<file path="src/rtl/cache_mem_arbiter.sv">
// cache_mem_arbiter
//   Shares one multi-cycle main memory between the I-cache and D-cache fill
//   FSMs. One requester owns memory at a time; its address stream is
//   forwarded and returning read data is flagged to the owner only.
//   Ownership is held until every outstanding read has come back.
//   D-cache write-through stores are slotted in as single-cycle accesses
//   between fills.
//
// Build option:
//   ARB_ROUND_ROBIN_EN  defined   -> simultaneous fill requests alternate
//                                    (last-owner register, reset = D)
//                       undefined -> fixed priority, D-cache over I-cache
//   Stores always beat fills.
//
// Ports:
//   clk, rst_n                      clock, async active-low reset
//   i_req/i_addr, d_req/d_addr      fill requests (level) and fill addresses
//   i_grant, d_grant                ownership indication per cache
//   i_data_valid, d_data_valid      mem_valid routed to the owner
//   d_wr_req/d_wr_addr/d_wr_data    store request, held until d_wr_ack
//   d_wr_ack                        one-cycle pulse when the store is issued
//   mem_addr/mem_enable/mem_wr/
//   mem_wdata                       memory command
//   mem_valid/mem_rdata             memory read return
//   rdata                           mem_rdata passed straight through
module cache_mem_arbiter #(
    parameter int unsigned ADDR_W = 16,
    parameter int unsigned DATA_W = 16,
    parameter int unsigned CNT_W  = 4
) (
    input  logic              clk,
    input  logic              rst_n,
    input  logic              i_req,
    input  logic [ADDR_W-1:0] i_addr,
    output logic              i_grant,
    output logic              i_data_valid,
    input  logic              d_req,
    input  logic [ADDR_W-1:0] d_addr,
    output logic              d_grant,
    output logic              d_data_valid,
    input  logic              d_wr_req,
    input  logic [ADDR_W-1:0] d_wr_addr,
    input  logic [DATA_W-1:0] d_wr_data,
    output logic              d_wr_ack,
    output logic [ADDR_W-1:0] mem_addr,
    output logic              mem_enable,
    output logic              mem_wr,
    output logic [DATA_W-1:0] mem_wdata,
    input  logic              mem_valid,
    input  logic [DATA_W-1:0] mem_rdata,
    output logic [DATA_W-1:0] rdata
);

    typedef enum logic [2:0] {
        ST_IDLE,
        ST_WRITE,
        ST_OWN_I,
        ST_OWN_D,
        ST_DRAIN
    } state_t;

    typedef enum logic [1:0] {
        OWNER_NONE,
        OWNER_I,
        OWNER_D
    } owner_t;

    state_t           state;
    owner_t           owner;
    logic [CNT_W-1:0] outstanding;
    logic [CNT_W-1:0] cnt_next;
    logic             issue;
    logic             ret;
    logic             pick_d;

`ifdef ARB_ROUND_ROBIN_EN
    owner_t           last_owner;
`endif

    assign rdata = mem_rdata;

    // Owner-side IDLE choice between fill requests (stores handled first in the FSM).
    always_comb begin
        pick_d = d_req;
`ifdef ARB_ROUND_ROBIN_EN
        if (i_req && d_req)
            pick_d = (last_owner != OWNER_D);
`endif
    end

    always_comb begin
        i_grant      = (state == ST_OWN_I) || (state == ST_DRAIN && owner == OWNER_I);
        d_grant      = (state == ST_OWN_D) || (state == ST_DRAIN && owner == OWNER_D);
        issue        = (state == ST_OWN_I && i_req) || (state == ST_OWN_D && d_req);
        // A return nobody is waiting for is dropped rather than routed.
        ret          = mem_valid && (owner != OWNER_NONE) && (outstanding != '0);
        i_data_valid = ret && (owner == OWNER_I);
        d_data_valid = ret && (owner == OWNER_D);
        d_wr_ack     = (state == ST_WRITE);
        mem_enable   = d_wr_ack || issue;
        mem_wr       = d_wr_ack;
        mem_addr     = '0;
        mem_wdata    = '0;
        case (state)
            ST_WRITE: begin
                mem_addr  = d_wr_addr;
                mem_wdata = d_wr_data;
            end
            ST_OWN_I: mem_addr = i_addr;
            ST_OWN_D: mem_addr = d_addr;
            default: ;
        endcase

        cnt_next = outstanding;
        if (issue && !ret) begin
            if (outstanding != '1)
                cnt_next = outstanding + CNT_W'(1);
        end else if (!issue && ret) begin
            cnt_next = outstanding - CNT_W'(1);
        end
    end

    always_ff @(posedge clk or negedge rst_n) begin
        if (!rst_n) begin
            state       <= ST_IDLE;
            owner       <= OWNER_NONE;
            outstanding <= '0;
`ifdef ARB_ROUND_ROBIN_EN
            last_owner  <= OWNER_D;
`endif
        end else begin
            outstanding <= cnt_next;
            case (state)
                ST_IDLE: begin
                    if (d_wr_req) begin
                        state <= ST_WRITE;
                    end else if (pick_d) begin
                        state <= ST_OWN_D;
                        owner <= OWNER_D;
`ifdef ARB_ROUND_ROBIN_EN
                        last_owner <= OWNER_D;
`endif
                    end else if (i_req) begin
                        state <= ST_OWN_I;
                        owner <= OWNER_I;
`ifdef ARB_ROUND_ROBIN_EN
                        last_owner <= OWNER_I;
`endif
                    end
                end
                ST_WRITE: state <= ST_IDLE;
                ST_OWN_I: if (!i_req) state <= ST_DRAIN;
                ST_OWN_D: if (!d_req) state <= ST_DRAIN;
                ST_DRAIN: begin
                    if (cnt_next == '0) begin
                        state <= ST_IDLE;
                        owner <= OWNER_NONE;
                    end
                end
                default: begin
                    state <= ST_IDLE;
                    owner <= OWNER_NONE;
                end
            endcase
        end
    end

endmodule

</file>
<file path="config.mk">
export PLATFORM = sky130hd
export DESIGN_NAME = cache_mem_arbiter
export DESIGN_NICKNAME = d
export VERILOG_FILES = /design/src/rtl/cache_mem_arbiter.sv
export SDC_FILE = /design/constraint.sdc
export NUM_CORES = 1
export LEC_CHECK = 0
export BUFFER_PORTS_ARGS = -buffer_cell sky130_fd_sc_hd__buf_2
export CORE_UTILIZATION = 33
export DETAILED_ROUTE_END_ITERATION = 8
export PLACE_DENSITY = 0.84
export SYNTH_ARGS = -nofsm -noshare
export SYNTH_HDL_FRONTEND = slang
export SYNTH_SLANG_ARGS = --single-unit
</file>
<file path="constraint.sdc">
create_clock -name clk -period 2.2 [get_ports clk]
set_input_delay 0.22 -clock clk [delete_from_list [all_inputs] [get_ports clk]]
set_output_delay 0.22 -clock clk [all_outputs]
set_load 0.1 [all_outputs]
</file>
# ---- After elaboration in Yosys (flattened, before gate mapping)
# Index checks and enable logic that the tools add are counted.
dict set report totals {
  register_bits 9
  wordCells 59
  inputBits 86
}
dict set report op_classes {
  mux 17
  bitwise_logic 1
  n_reduce_logical 23
  n_eq_ne 13
  addsub 2
}
# cell n
set ops {}
lappend ops {{$pmux 16 s3} 1}
lappend ops {{$mux 3} 6}
lappend ops {{$mux 16} 1}
lappend ops {{$mux 4} 3}
lappend ops {{$pmux 3 s4} 1}
lappend ops {{$logic_and 1x1->1} 10}
lappend ops {{$mux 2} 4}
lappend ops {{$ne 4x4->1 const B} 2}
lappend ops {{$reduce_and 4->1} 2}
lappend ops {{$eq 3x2->1 const B} 2}
lappend ops {{$ne 2x2->1 const B} 3}
lappend ops {{$pmux 2 s3} 1}
lappend ops {{$add 4x1->4 const B} 1}
lappend ops {{$logic_not 4->1} 1}
lappend ops {{$logic_or 1x1->1} 4}
lappend ops {{$reduce_bool 4->1} 1}
lappend ops {{$sub 4x1->4 const B} 1}
lappend ops {{$eq 3x1->1 const B} 1}
lappend ops {{$eq 3x3->1 const B} 1}
lappend ops {{$logic_not 3->1} 1}
lappend ops {{$ne 3x3->1 const B} 1}
lappend ops {{$reduce_or 3->1} 1}
lappend ops {{$eq 2x1->1 const B} 1}
lappend ops {{$eq 2x2->1 const B} 1}
lappend ops {{4 further kinds} 5}

# ---- Logic depth before layout (Yosys ltp)
dict set report logic_depth {
  ltp_word 10
  depth_mapped 8
  depth_no_buf 7
}

# ---- Worst setup path before layout
# No wires, ideal clock.
dict set report synth_path {
  kind {register to output}
  startpoint {register outstanding[0]}
  endpoint {output port d_data_valid}
  t_arrival_ns 3.089
  path_stages_with_launch 6
  setup_slack_ns -1.109
  t_required_ns 1.980
  cell_sequence {dfrtp_1 -> clkbuf_1 -> inv_1 -> ha_1 -> a21o_1 -> nor3_1}
}
dict set report synth_between {
  elab_chain_len 3
}
# element line_no
set synth_rtl {}
lappend synth_rtl {{start, declared} 70} ;# logic [CNT_W-1:0] outstanding;
lappend synth_rtl {{start signal, assigned} 132} ;# outstanding <= cnt_next;
lappend synth_rtl {{$reduce_bool 4->1} 96} ;# ret = mem_valid && (owner != OWNER_NONE) && (outstanding != '0);
lappend synth_rtl {{$logic_and 1x1->1} 96}
lappend synth_rtl {{$logic_and 1x1->1} 98} ;# d_data_valid = ret && (owner == OWNER_D);
lappend synth_rtl {{end, declared} 40} ;# output logic d_data_valid,
# Every way passes these cells.

# ---- Final worst setup path
dict set report layout_path {
  startpoint {register state[1]}
  endpoint {register state[2]}
}
dict set report layout_between {
  elab_chain_len 10
  elab_cells_between_ends 19
  cone_classes {eq/ne: 7; mux: 3; reduce/logical: 9}
}
# element line_no
set layout_rtl {}
lappend layout_rtl {{start, declared} 68} ;# state_t state;
lappend layout_rtl {{start signal, assigned} 125} ;# state <= ST_IDLE;
lappend layout_rtl {{start signal, assigned} 136} ;# state <= ST_WRITE;
lappend layout_rtl {{start signal, assigned} 138} ;# state <= ST_OWN_D;
lappend layout_rtl {{$eq 3x2->1} {94, 133}}
lappend layout_rtl {{$logic_and 1x1->1} 94} ;# issue = (state == ST_OWN_I && i_req) || (state == ST_OWN_D && d_req);
lappend layout_rtl {{$logic_or 1x1->1} 94}
lappend layout_rtl {{$logic_not 1->1} 118} ;# end else if (!issue && ret) begin
lappend layout_rtl {{$logic_and 1x1->1} 118}
lappend layout_rtl {{$mux 4} 118}
lappend layout_rtl {{$mux 4} 115} ;# if (issue && !ret) begin
lappend layout_rtl {{$logic_not 4->1} 155} ;# if (cnt_next == '0) begin
lappend layout_rtl {{$ne 2x1->1 (no source line)} -}
lappend layout_rtl {{$reduce_and 4->1 (no source line)} -}
# Several ways; a longest one is shown, not always the timed one.
# A chain may end at the register's enable or synchronous reset.

==> impl_metrics.sql <==
INSERT INTO impl_metrics (metric_group, metric, value, unit) VALUES
('outcome', 'status', 'complete, no violations', ''),
('sta', 'timing.setup.tns', '0', 'ps'),
('die', 'placement_rows', '23', ''),
('critical_path', 'regToRegSetupSlack', '60', 'ps'),
('clocking', 'cts.htree.levels', '1', ''),
('clocking', 'clk_pin_slew', '50', 'ps'),
('die', 'design.die.area', '0.00446', 'mm²'),
('yosys', 'synth_enable_flop_cells', '0', ''),
('critical_path', 'kind_of_critical_path', 'reg2reg', ''),
('clocking', 'cts_max_path_buffers', '2', ''),
('sta', 'report.final.setup_viol', '0', ''),
('place', 'io_buffers', '108', ''),
('finish', 'layout-drive-gt1-share', '55.4', '%'),
('job', 'drv_cap', '0', ''),
('drt', 'routed-via-count', '1767', ''),
('clocking', 'clock_sinks', '9', ''),
('global_routing', 'grt_overflow', '0', ''),
('yosys', 'synth_seq_area_share', '16.3', '%'),
('drt', 'wire_per_inst', '15.1', 'µm'),
('place', 'globalplace.congestion', '0.992', ''),
('critical_path', 'critical_path_peak_fanout', '7', ''),
('finish', 'final_cell_area', '0.00260', 'mm²'),
('drt', 'routed_vias_inst', '5.21', ''),
('critical_path', 'reg2reg_from', 'state[1]', ''),
('yosys', 'synthDistinctLibCells', '47', ''),
('global_routing', 'grt_max_degree', '29', ''),
('finish', 'finish.utilization', '64.6', '%'),
('die', 'dieHeight', '66.8', 'µm'),
('finish', 'nets', '378', ''),
('die', 'initial_utilization', '34.4', '%'),
('critical_path', 'rr_worst_depth', '6', ''),
('finish', 'most-common-layout-cells', '72 x buf_2, 37 x buf_12, 22 x nor2_1, 22 x a21oi_1', ''),
('sta', 'post_route_clock_skew', '5.52', 'ps'),
('yosys', 'postSynthNetCount', '283', ''),
('critical_path', 'timing.critical_path.from_type', 'flip-flop', ''),
('sta', 'period_share', '97.3', '%'),
('sta', 'finalHoldViolCount', '0', ''),
('critical_path', 'cp.arrival', '2270', 'ps'),
('place', 'detailedPlacementHpwl', '3900', 'µm'),
('sta', 'transition_time_of_the_tightest_slew_check_pin', '579', 'ps'),
('clocking', 'clkLatencyLatePin', '240', 'ps'),
('drt', 'final_antenna_net_count', '0', ''),
('sta', 'final_max_slew_viol_count', '0', ''),
('sta', 'fin_crit', '2140', 'ps'),
('yosys', 'mappedNetlistArea', '0.00139', 'mm²'),
('clocking', 'cts_tree', 'yes', ''),
('yosys', 'synth.ff_latch_count', '9', ''),
('place', 'placedInstanceArea', '0.00250', 'mm²'),
('global_routing', 'wire_length_of_the_first_global_routing_pass', '7110', 'µm'),
('die', 'num_io_pins', '141', ''),
('die', 'floorplan.core_area', '0.00403', 'mm²'),
('yosys', 'synth_cells', '195', ''),
('die', 'die_w', '66.8', 'µm'),
('finish', 'antennaDiodeCount', '0', ''),
('critical_path', 'end_kind', 'flip-flop', ''),
('sta', 'timing.max_slew.rel_slack', '61.1', '%'),
('sta', 'post-route-worst-setup-slack', '59.5', 'ps'),
('critical_path', 'regToRegEndpoint', 'state[2]', ''),
('yosys', 'synth_warnings', '0', ''),
('place', 'pre_cts_ws', '77.3', 'ps'),
('critical_path', 'crit_required', '2330', 'ps'),
('finish', 'post_synthesis_to_final_layout_area_growth', '87.8', '%'),
('drt', 'detailed_route_wire_length', '5130', 'µm'),
('yosys', 'syn_area_per_cell', '7.10', 'µm²'),
('yosys', 'async_reset_ff_share', '100', '%'),
('drt', 'first_iter_violations', '60', ''),
('critical_path', 'timing.critical_path.to', 'state[2]', ''),
('yosys', 'postSynth.topFlopCell', 'dfrtp_1', ''),
('global_routing', 'first_global_vias', '1580', ''),
('clocking', 'num_cts_buffers', '3', ''),
('finish', 'final_common_cell', 'buf_2', ''),
('drt', 'drc_errors', '0', ''),
('sta', 'fmax', '467', 'MHz'),
('critical_path', 'startpoint', 'state[1]', ''),
('global_routing', 'grt_usage', '21.0', '%'),
('global_routing', 'antenna_violations_before_repair', '0', ''),
('drt', 'drt_pre_antenna_iters', '4', ''),
('min_path', 'hp-class', 'in2reg', ''),
('clocking', 'clock_tree.root_cell', 'clkbuf_8', '');
[how the worst min path moves through the flow]
stage	slack (ps)	endpoint	depth (start not counted)	from
after floorplan	-80	outstanding[0]	0	rst_n
after global placement	90	state[1]	1	rst_n
after detailed placement	90	state[1]	1	rst_n
after CTS	300	state[1]	3	d_wr_req
after global routing	340	state[1]	3	d_wr_req
final	310	state[1]	3	d_wr_req
[through the flow]
stage / hold WS [ps] / cells
after floorplan: -75.6 / 195
after global placement: 90.7 / 333
after detailed placement: 87.4 / 333
after CTS: 304 / 338
after global routing: 339 / 339
final: 313 / 339
[Yosys cell counts, types with 2 or more instances]
cell type | instances | share of area (%)
nand3_1 | 3 | 1.1
o21ai_0 | 5 | 1.8
o211ai_1 | 2 | 1.1
nand4_1 | 2 | 0.90
nor4_1 | 2 | 0.90
buf_2 | 2 | 0.72
a32o_1 | 2 | 1.4
mux2i_1 | 16 | 12
clkbuf_1 | 8 | 2.2
nand2_1 | 6 | 1.6
inv_1 | 4 | 1.1
a31oi_1 | 2 | 0.90
nand2b_1 | 2 | 0.90
buf_4 | 17 | 9.2
ha_1 | 2 | 1.8
and2_1 | 16 | 7.2
nor2b_1 | 3 | 1.4
nor2_1 | 38 | 10
a21oi_1 | 23 | 8.3
nor3_1 | 4 | 1.4
a211oi_1 | 2 | 1.1
dfrtp_1 | 9 | 16
[cell type report]
class	instances	area [µm²]
Clock buffer	4	45.0
Fill cell	314	1430
Inverter	5	18.8
Multi-Input combinational cell	151	1060
Sequential cell	9	228
Tap cell	50	62.6
Timing Repair Buffer	120	1190
[sequential cells by signal (all words and copies together), names as in the netlist]
signal and count:
owner 2, state 3, outstanding 4
[layer usage]
metal | up-vias | wire length (µm) | track usage (%) | share of wire, %
li1 | 857 | - | - | -
met1 | 814 | 1860 | 22.9 | 36
met2 | 87 | 2750 | 38.9 | 54
met3 | 9 | 441 | 3.94 | 8.6
met4 | 0 | 68 | 8.78 | 1.3
met5 | - | 0 | 0 | 0
[worst max-delay path, stage by stage, from the launching register on]
cell      delay [ps]
dfrtp_1          530
nand2b_4         130
nor2_4           210
nor2_1           120
a2111o_1         400
a311o_1          370
a32o_1           270
[repair_timing]
action | in CTS | in global routing
hold endpoints to repair | 9 | 0
gates resized for setup | 1 | 8
setup endpoints to repair | 8 | 20
hold buffers | 1 | 0
setup buffers | 0 | 1
[logic make-up after synthesis]
kind of cell | share of synthesized area, %
mux | 13.2
fa+ha+maj | 1.81
flops | 16.3
buf+inv | 14.9
simple gates | 28.9
xor+xnor | 0.632
compound gates | 24.3
Power is left out: the tool's default activity adds up to more than one toggle a clock period on the data nets, which glitch-free logic cannot reach.
